`config.mk`:
```
export PLATFORM = sky130hd
export DESIGN_NAME = dlx_decode_flat
export DESIGN_NICKNAME = d
export VERILOG_FILES = /design/src/rtl/dlx_decode_if.sv /design/src/rtl/dlx_decode.sv /design/src/flat_wrapper.sv
export SDC_FILE = /design/constraint.sdc
export NUM_CORES = 1
export LEC_CHECK = 0
export ABC_AREA = 1
export CAP_MARGIN = 20
export CORE_MARGIN = 3
export CORE_UTILIZATION = 40
export CTS_BUF_LIST = sky130_fd_sc_hd__clkbuf_8
export CTS_CLUSTER_SIZE = 24
export DETAILED_ROUTE_END_ITERATION = 7
export GPL_TIMING_DRIVEN = 0
export PLACE_DENSITY = 0.92
export SYNTH_ARGS = -nofsm -noshare
export SYNTH_HDL_FRONTEND = slang
export SYNTH_SLANG_ARGS = --single-unit
```
`constraint.sdc`:
```
create_clock -name clk -period 4.08 [get_ports clk]
set_input_delay 1.224 -clock clk [delete_from_list [all_inputs] [get_ports clk]]
set_output_delay 1.224 -clock clk [all_outputs]
set_load 0.02 [all_outputs]
```
`src/rtl/dlx_decode_if.sv`:
```
// dlx_decode_if: fetch/execute-facing bus of the DLX ID stage.
//   master modport: the pipeline around decode (drives fetch and flush inputs,
//                   receives the register-file read addresses, stall and ID/EX).
//   slave modport : the decode stage itself.
// Signals:
//   if_valid, if_instr[31:0], if_pc[PC_W-1:0]  fetched instruction
//   ex_flush                                  taken branch/jump in EX
//   Rs1, Rs2 [4:0]                            register file read addresses
//   stall                                     fetch must hold this cycle
//   ex_valid, ex_pc, ex_op, ex_func, ex_rd, ex_imm,
//   ex_is_load, ex_is_store, ex_reg_we        ID/EX pipeline register
interface dlx_decode_if #(parameter int PC_W = 32);
  logic            if_valid;
  logic [31:0]     if_instr;
  logic [PC_W-1:0] if_pc;
  logic            ex_flush;
  logic [4:0]      Rs1;
  logic [4:0]      Rs2;
  logic            stall;
  logic            ex_valid;
  logic [PC_W-1:0] ex_pc;
  logic [5:0]      ex_op;
  logic [5:0]      ex_func;
  logic [4:0]      ex_rd;
  logic [31:0]     ex_imm;
  logic            ex_is_load;
  logic            ex_is_store;
  logic            ex_reg_we;

  modport master (
    output if_valid, if_instr, if_pc, ex_flush,
    input  Rs1, Rs2, stall, ex_valid, ex_pc, ex_op, ex_func, ex_rd, ex_imm,
           ex_is_load, ex_is_store, ex_reg_we
  );

  modport slave (
    input  if_valid, if_instr, if_pc, ex_flush,
    output Rs1, Rs2, stall, ex_valid, ex_pc, ex_op, ex_func, ex_rd, ex_imm,
           ex_is_load, ex_is_store, ex_reg_we
  );
endinterface

```
`src/rtl/dlx_decode.sv`:
```
// dlx_decode: DLX instruction decode stage and ID/EX pipeline register.
//   Splits the fetched word into fields, drives the register-file read
//   addresses combinationally, detects load-use hazards (one-cycle stall with
//   a bubble) and kills the incoming instruction on an EX flush.
// Ports:
//   clk        single clock, all state on posedge
//   reset      synchronous, active-high
//   bus        dlx_decode_if.slave (fetch inputs, Rs1/Rs2, stall, ID/EX outputs)
//   perf_instr instructions issued into ID/EX        (DECODE_PERF_EN only)
//   perf_stall load-use stall cycles                  (DECODE_PERF_EN only)
// Optional feature macro: DECODE_PERF_EN (performance counters). When it is
// not defined both counter ports are tied to zero and no counter flops exist.
module dlx_decode #(
  parameter int PC_W  = 32,
  parameter int CNT_W = 32
) (
  input  logic             clk,
  input  logic             reset,
  dlx_decode_if.slave      bus,
  output logic [CNT_W-1:0] perf_instr,
  output logic [CNT_W-1:0] perf_stall
);

  localparam logic [5:0] OP_RTYPE = 6'h00;
  localparam logic [5:0] OP_J     = 6'h02;
  localparam logic [5:0] OP_JAL   = 6'h03;
  localparam logic [5:0] OP_BEQZ  = 6'h04;
  localparam logic [5:0] OP_BNEZ  = 6'h05;
  localparam logic [5:0] OP_ANDI  = 6'h0C;
  localparam logic [5:0] OP_ORI   = 6'h0D;
  localparam logic [5:0] OP_XORI  = 6'h0E;
  localparam logic [5:0] OP_LHI   = 6'h0F;
  localparam logic [5:0] OP_JR    = 6'h12;
  localparam logic [5:0] OP_JALR  = 6'h13;
  localparam logic [5:0] OP_LB    = 6'h20;
  localparam logic [5:0] OP_LH    = 6'h21;
  localparam logic [5:0] OP_LW    = 6'h23;
  localparam logic [5:0] OP_LBU   = 6'h24;
  localparam logic [5:0] OP_LHU   = 6'h25;
  localparam logic [5:0] OP_SB    = 6'h28;
  localparam logic [5:0] OP_SH    = 6'h29;
  localparam logic [5:0] OP_SW    = 6'h2B;

  logic [31:0] instr_s;
  logic [5:0]  op_s;
  logic [4:0]  rs1_s;
  logic [4:0]  rs2_s;
  logic [4:0]  rd_s;
  logic [5:0]  func_s;
  logic [31:0] imm_s;
  logic        use1_s;
  logic        use2_s;
  logic        is_load_s;
  logic        is_store_s;
  logic        we_s;
  logic        hz_s;
  logic        stall_s;

  logic            ex_valid_r;
  logic [PC_W-1:0] ex_pc_r;
  logic [5:0]      ex_op_r;
  logic [5:0]      ex_func_r;
  logic [4:0]      ex_rd_r;
  logic [31:0]     ex_imm_r;
  logic            ex_is_load_r;
  logic            ex_is_store_r;
  logic            ex_reg_we_r;

  assign instr_s = bus.if_instr;
  assign op_s    = instr_s[31:26];
  assign rs1_s   = instr_s[25:21];
  assign rs2_s   = instr_s[20:16];

  // Destination, source usage and class decode; anything not listed is I-type ALU.
  always_comb begin
    rd_s       = instr_s[20:16];
    func_s     = 6'h00;
    use1_s     = 1'b1;
    use2_s     = 1'b0;
    is_load_s  = 1'b0;
    is_store_s = 1'b0;
    case (op_s)
      OP_RTYPE: begin
        rd_s   = instr_s[15:11];
        func_s = instr_s[5:0];
        use2_s = 1'b1;
      end
      OP_J: begin
        rd_s   = 5'd0;
        use1_s = 1'b0;
      end
      OP_JAL: begin
        rd_s   = 5'd31;
        use1_s = 1'b0;
      end
      OP_BEQZ, OP_BNEZ, OP_JR: begin
        rd_s = 5'd0;
      end
      OP_JALR: begin
        rd_s = 5'd31;
      end
      OP_LB, OP_LH, OP_LW, OP_LBU, OP_LHU: begin
        is_load_s = 1'b1;
      end
      OP_SB, OP_SH, OP_SW: begin
        rd_s       = 5'd0;
        use2_s     = 1'b1;
        is_store_s = 1'b1;
      end
      default: begin
        rd_s = instr_s[20:16];
      end
    endcase
    // Links always write r31; everything else writes only a non-zero rd.
    if ((op_s == OP_JAL) || (op_s == OP_JALR)) begin
      we_s = 1'b1;
    end else begin
      we_s = (rd_s != 5'd0);
    end
  end

  // Immediate extension by opcode class.
  always_comb begin
    case (op_s)
      OP_ANDI, OP_ORI, OP_XORI: imm_s = {16'h0000, instr_s[15:0]};
      OP_LHI:                   imm_s = {instr_s[15:0], 16'h0000};
      OP_J, OP_JAL:             imm_s = {{6{instr_s[25]}}, instr_s[25:0]};
      default:                  imm_s = {{16{instr_s[15]}}, instr_s[15:0]};
    endcase
  end

  // Load-use hazard: only sources the instruction actually reads count, and r0 never does.
  always_comb begin
    hz_s = bus.if_valid & ex_valid_r & ex_is_load_r & (ex_rd_r != 5'd0) &
           ((use1_s & (ex_rd_r == rs1_s)) | (use2_s & (ex_rd_r == rs2_s)));
    stall_s = hz_s & ~bus.ex_flush;
  end

  // ID/EX register: reset/flush/stall load a bubble, otherwise the decoded word.
  always_ff @(posedge clk) begin
    if (reset || bus.ex_flush || stall_s) begin
      ex_valid_r    <= 1'b0;
      ex_pc_r       <= '0;
      ex_op_r       <= 6'h00;
      ex_func_r     <= 6'h00;
      ex_rd_r       <= 5'd0;
      ex_imm_r      <= 32'h0000_0000;
      ex_is_load_r  <= 1'b0;
      ex_is_store_r <= 1'b0;
      ex_reg_we_r   <= 1'b0;
    end else begin
      ex_valid_r    <= bus.if_valid;
      ex_pc_r       <= bus.if_pc;
      ex_op_r       <= op_s;
      ex_func_r     <= func_s;
      ex_rd_r       <= rd_s;
      ex_imm_r      <= imm_s;
      ex_is_load_r  <= is_load_s;
      ex_is_store_r <= is_store_s;
      // An invalid slot must never write the register file.
      ex_reg_we_r   <= we_s & bus.if_valid;
    end
  end

  assign bus.Rs1         = rs1_s;
  assign bus.Rs2         = rs2_s;
  assign bus.stall       = stall_s;
  assign bus.ex_valid    = ex_valid_r;
  assign bus.ex_pc       = ex_pc_r;
  assign bus.ex_op       = ex_op_r;
  assign bus.ex_func     = ex_func_r;
  assign bus.ex_rd       = ex_rd_r;
  assign bus.ex_imm      = ex_imm_r;
  assign bus.ex_is_load  = ex_is_load_r;
  assign bus.ex_is_store = ex_is_store_r;
  assign bus.ex_reg_we   = ex_reg_we_r;

`ifdef DECODE_PERF_EN
  logic [CNT_W-1:0] perf_instr_r;
  logic [CNT_W-1:0] perf_stall_r;
  logic             issue_s;

  assign issue_s = bus.if_valid & ~bus.ex_flush & ~stall_s;

  // Issue and stall counters; wrap naturally at 2^CNT_W.
  always_ff @(posedge clk) begin
    if (reset) begin
      perf_instr_r <= '0;
      perf_stall_r <= '0;
    end else begin
      if (issue_s) begin
        perf_instr_r <= perf_instr_r + {{(CNT_W-1){1'b0}}, 1'b1};
      end else begin
        perf_instr_r <= perf_instr_r;
      end
      if (stall_s) begin
        perf_stall_r <= perf_stall_r + {{(CNT_W-1){1'b0}}, 1'b1};
      end else begin
        perf_stall_r <= perf_stall_r;
      end
    end
  end

  assign perf_instr = perf_instr_r;
  assign perf_stall = perf_stall_r;
`else
  assign perf_instr = '0;
  assign perf_stall = '0;
`endif

endmodule

```
`src/flat_wrapper.sv`:
```
// flat-port wrapper written by rule: the top's interface ports become plain ports
module dlx_decode_flat 
#(
  parameter int PC_W  = 32,
  parameter int CNT_W = 32
)
  (clk, reset, perf_instr, perf_stall, bus_if_valid, bus_if_instr, bus_if_pc, bus_ex_flush, bus_Rs1, bus_Rs2, bus_stall, bus_ex_valid, bus_ex_pc, bus_ex_op, bus_ex_func, bus_ex_rd, bus_ex_imm, bus_ex_is_load, bus_ex_is_store, bus_ex_reg_we);
  dlx_decode_if #(.PC_W(PC_W)) bus_i ();
  input  logic clk;
  input  logic reset;
  output logic [CNT_W-1:0] perf_instr;
  output logic [CNT_W-1:0] perf_stall;
  input wire logic [$bits(bus_i.if_valid)-1:0] bus_if_valid;
  input wire logic [$bits(bus_i.if_instr)-1:0] bus_if_instr;
  input wire logic [$bits(bus_i.if_pc)-1:0] bus_if_pc;
  input wire logic [$bits(bus_i.ex_flush)-1:0] bus_ex_flush;
  output wire logic [$bits(bus_i.Rs1)-1:0] bus_Rs1;
  output wire logic [$bits(bus_i.Rs2)-1:0] bus_Rs2;
  output wire logic [$bits(bus_i.stall)-1:0] bus_stall;
  output wire logic [$bits(bus_i.ex_valid)-1:0] bus_ex_valid;
  output wire logic [$bits(bus_i.ex_pc)-1:0] bus_ex_pc;
  output wire logic [$bits(bus_i.ex_op)-1:0] bus_ex_op;
  output wire logic [$bits(bus_i.ex_func)-1:0] bus_ex_func;
  output wire logic [$bits(bus_i.ex_rd)-1:0] bus_ex_rd;
  output wire logic [$bits(bus_i.ex_imm)-1:0] bus_ex_imm;
  output wire logic [$bits(bus_i.ex_is_load)-1:0] bus_ex_is_load;
  output wire logic [$bits(bus_i.ex_is_store)-1:0] bus_ex_is_store;
  output wire logic [$bits(bus_i.ex_reg_we)-1:0] bus_ex_reg_we;
  assign bus_i.if_valid = bus_if_valid;
  assign bus_i.if_instr = bus_if_instr;
  assign bus_i.if_pc = bus_if_pc;
  assign bus_i.ex_flush = bus_ex_flush;
  assign bus_Rs1 = bus_i.Rs1;
  assign bus_Rs2 = bus_i.Rs2;
  assign bus_stall = bus_i.stall;
  assign bus_ex_valid = bus_i.ex_valid;
  assign bus_ex_pc = bus_i.ex_pc;
  assign bus_ex_op = bus_i.ex_op;
  assign bus_ex_func = bus_i.ex_func;
  assign bus_ex_rd = bus_i.ex_rd;
  assign bus_ex_imm = bus_i.ex_imm;
  assign bus_ex_is_load = bus_i.ex_is_load;
  assign bus_ex_is_store = bus_i.ex_is_store;
  assign bus_ex_reg_we = bus_i.ex_reg_we;
  dlx_decode #(.PC_W(PC_W), .CNT_W(CNT_W)) u_core (.clk(clk), .reset(reset), .bus(bus_i), .perf_instr(perf_instr), .perf_stall(perf_stall));
endmodule
```
==> results.json <==
{
  "grt_remaining_overflow": 0,
  "die_height_um": 100,
  "tritoncts_clock_tree": "done",
  "yosys.cell_types.count": 25,
  "via_count_of_the_first_global_routing_pass": 3428,
  "setup_tns_ns": 0,
  "root_buffer": "sky130_fd_sc_hd__clkbuf_8",
  "cts_buffer_depth": 2,
  "timing.rr.start": "u_core.bus.ex_rd[2]",
  "dp_worst_setup_slack_ns": -0.345,
  "final-hold-violation-count": 0,
  "p_leak_nw": 2.74,
  "detailedRoute.firstPassIterationCount": 5,
  "hold_depth": 6,
  "gp_routability_congestion": 0.883,
  "fmax_ghz": 0.254,
  "ir_drop_mv": 0.160,
  "timing.critical_path.to": "bus_stall",
  "number_of_clock_buffers_inserted_by_tritoncts": 9,
  "p_total_mw": 1.83,
  "syn-mean-instance-area_um2": 8.31,
  "nNetsFinal": 734,
  "layout.cells.most_common": "sky130_fd_sc_hd__clkdlybuf4s50_1",
  "placed_instance_area_um2": 5560,
  "cp_max_fo": 4,
  "place.detailed.hpwl_um": 8880,
  "seq_area_frac_synth": 0.478,
  "placed_cells": 759,
  "cp.arrival_ns": 2.71,
  "wl_per_cell_um": 13.9,
  "max_slew_margin": 0.657,
  "placement.io_buffers": 163,
  "timing.rr.end": "u_core.bus.ex_imm[25]",
  "grtUsageTotal": 0.209,
  "ios": 228,
  "route.vias.total": 3337,
  "grt_start_max_net_pins": 16,
  "clock_latency_ns": 0.34,
  "coreArea_um2": 8420,
  "status": "finished, final reports clean",
  "dieArea_um2": 10100,
  "post_drt_via_cell_ratio": 4.30,
  "number_of_maximum_capacitance_constraint_violations": 0,
  "finalClockSkew_ns": 0.00792,
  "detail_route.wirelength_um": 10800,
  "power_density_nw_per_um2": 319,
  "grt_setup_unrepaired": "no",
  "crit_path_end_kind": "output pin",
  "layout.cells.most_common_list": "sky130_fd_sc_hd__clkdlybuf4s50_1, sky130_fd_sc_hd__dfxtp_1, sky130_fd_sc_hd__buf_4",
  "drt_iter0_drc": 140,
  "cts-htree-levels": 3,
  "hold_start": "u_core.bus.ex_is_load",
  "syn2layout_area_growth_pct": 61.5,
  "crit_path_start_kind": "input port",
  "die_width_um": 100,
  "timing.final.ws_setup_ns": 0.144,
  "timing_worst_slew_pin_value_ns": 0.514,
  "final_cell_area_um2": 5740,
  "layout.core_utilization": 0.682,
  "worst_setup_hold_path_clk_slew_ns": 0.09,
  "hold_path.class": "flip-flop to flip-flop",
  "numClockSinks": 85,
  "cp-startpoint": "bus_if_instr[29]",
  "final.period_utilization": 0.965,
  "min_cycle_time_layout_ns": 3.94,
  "layout.cells.non_filler": 776,
  "crit_type": "input port to output pin",
  "r2r.worst_path.cells": 9,
  "final_layout_size_suffix_gt1_frac": 0.185,
  "hold_slack_ns": 0.937,
  "grt_antenna_before_repair": 0,
  "initial_utilization": 0.422,
  "crit_required_ns": 2.86,
  "total_of_flip_flops_plus_latches_after_synthesis": 85,
  "antenna-diode-count": 0,
  "final.fill_count": 626,
  "first_pass_grt_wire_length_um": 16300,
  "rrSetupSlack_ns": 2.33,
  "slew_viol_final": 0,
  "mappedNetlistArea_um2": 3560,
  "ys.warnings.count": 0,
  "placement_rows": 33,
  "finalSetupViolCount": 0,
  "detail-route-antenna-nets": 0,
  "drc_errors": 0,
  "post_synth_inst_count": 428
}
final cells by class:
| class | instances | area (µm²) | area share |
|---|---|---|---|
| Buffer | 88 | 666 | 0.116 |
| Clock buffer | 10 | 138 | 0.0240 |
| Clock inverter | 6 | 46.3 | 0.00806 |
| Inverter | 61 | 229 | 0.0399 |
| Multi-Input combinational cell | 257 | 1200 | 0.209 |
| Sequential cell | 85 | 1700 | 0.296 |
| Tap cell | 105 | 131 | 0.0229 |
| Timing Repair Buffer | 164 | 1630 | 0.284 |
worst max-delay path: stages:
cell	delay, ns
sky130_fd_sc_hd__clkdlybuf4s50_1	0.57
sky130_fd_sc_hd__inv_1	0.12
sky130_fd_sc_hd__nor2_1	0.12
sky130_fd_sc_hd__nand3_1	0.12
sky130_fd_sc_hd__nand2_1	0.11
sky130_fd_sc_hd__nand3_1	0.07
sky130_fd_sc_hd__nand2_1	0.09
sky130_fd_sc_hd__nand2_1	0.07
sky130_fd_sc_hd__inv_1	0.06
sky130_fd_sc_hd__clkbuf_2	0.16
synthesized netlist by cell type:
master | count | area [µm²]
sky130_fd_sc_hd__nor2_1 | 59 | 221
sky130_fd_sc_hd__buf_6 | 7 | 78.8
sky130_fd_sc_hd__nor3_1 | 16 | 80.1
sky130_fd_sc_hd__clkinv_1 | 1 | 3.75
sky130_fd_sc_hd__nor2_2 | 3 | 18.8
sky130_fd_sc_hd__nand2_1 | 41 | 154
sky130_fd_sc_hd__o211ai_1 | 1 | 7.51
sky130_fd_sc_hd__o21a_1 | 1 | 7.51
sky130_fd_sc_hd__conb_1 | 1 | 3.75
sky130_fd_sc_hd__nor2_4 | 2 | 22.5
sky130_fd_sc_hd__nand3_1 | 11 | 55.1
sky130_fd_sc_hd__clkbuf_1 | 3 | 11.3
sky130_fd_sc_hd__buf_2 | 4 | 20.0
sky130_fd_sc_hd__a21oi_2 | 11 | 96.3
sky130_fd_sc_hd__o21ai_0 | 10 | 50.1
sky130_fd_sc_hd__a21oi_4 | 1 | 16.3
sky130_fd_sc_hd__inv_1 | 60 | 225
sky130_fd_sc_hd__a21oi_1 | 25 | 125
sky130_fd_sc_hd__buf_4 | 74 | 556
sky130_fd_sc_hd__or2_2 | 1 | 6.26
sky130_fd_sc_hd__nand2_2 | 1 | 6.26
sky130_fd_sc_hd__nand4_4 | 1 | 21.3
sky130_fd_sc_hd__xor2_1 | 5 | 43.8
sky130_fd_sc_hd__dfxtp_1 | 85 | 1700
sky130_fd_sc_hd__nand4_1 | 4 | 25.0
registers in the layout, indices dropped and copies added (netlist names):
signal                  count
u_core.bus.ex_is_store      1
u_core.bus.ex_reg_we        1
u_core.bus.ex_op            6
u_core.bus.ex_rd            5
u_core.bus.ex_is_load       1
u_core.bus.ex_valid         1
u_core.bus.ex_imm          32
u_core.bus.ex_pc           32
u_core.bus.ex_func          6
cell families (layout without fill, tap and decap cells):
| kind of cell | count (synthesis) | in the layout | share of synthesized area |
|---|---|---|---|
| buf+inv | 149 | 329 | 0.251 |
| simple gates | 139 | 139 | 0.172 |
| flops | 85 | 85 | 0.478 |
| compound gates | 49 | 49 | 0.0851 |
| xor+xnor | 5 | 5 | 0.0123 |
| other cells | 1 | 64 | 0.00105 |
per-layer routing:
layer | part of all wire | routed length (µm) | global-route usage
met5 | 0 | 0 | 0
met4 | 0.013 | 136 | 0.0560
met3 | 0.12 | 1270 | 0.0702
met2 | 0.52 | 5580 | 0.396
met1 | 0.35 | 3830 | 0.218
worst min-delay path by stage:
stage                                     end  slack, ns
final                     u_core.bus.ex_valid       0.94
after global routing      u_core.bus.ex_valid       0.99
after CTS                 u_core.bus.ex_valid       0.93
after detailed placement  u_core.bus.ex_valid       0.90
after global placement    u_core.bus.ex_valid       0.87
after floorplan           u_core.bus.ex_valid       0.90
repair_timing:
action / 4_1_cts / 5_1_grt
pin swaps: 2 / 0
endpoints found under the setup margin: 1 / 1
buffers inserted: 1 / 0
hold buffers: 0 / 0
gates resized for setup: 3 / 2
where the power goes:
group | switching (mW) | internal (mW)
Clock | 0.308 | 0.241
Sequential | 0.0113 | 0.861
Combinational | 0.214 | 0.197
Total | 0.533 | 1.30
Note: power is estimated with default switching activity, not from simulation.
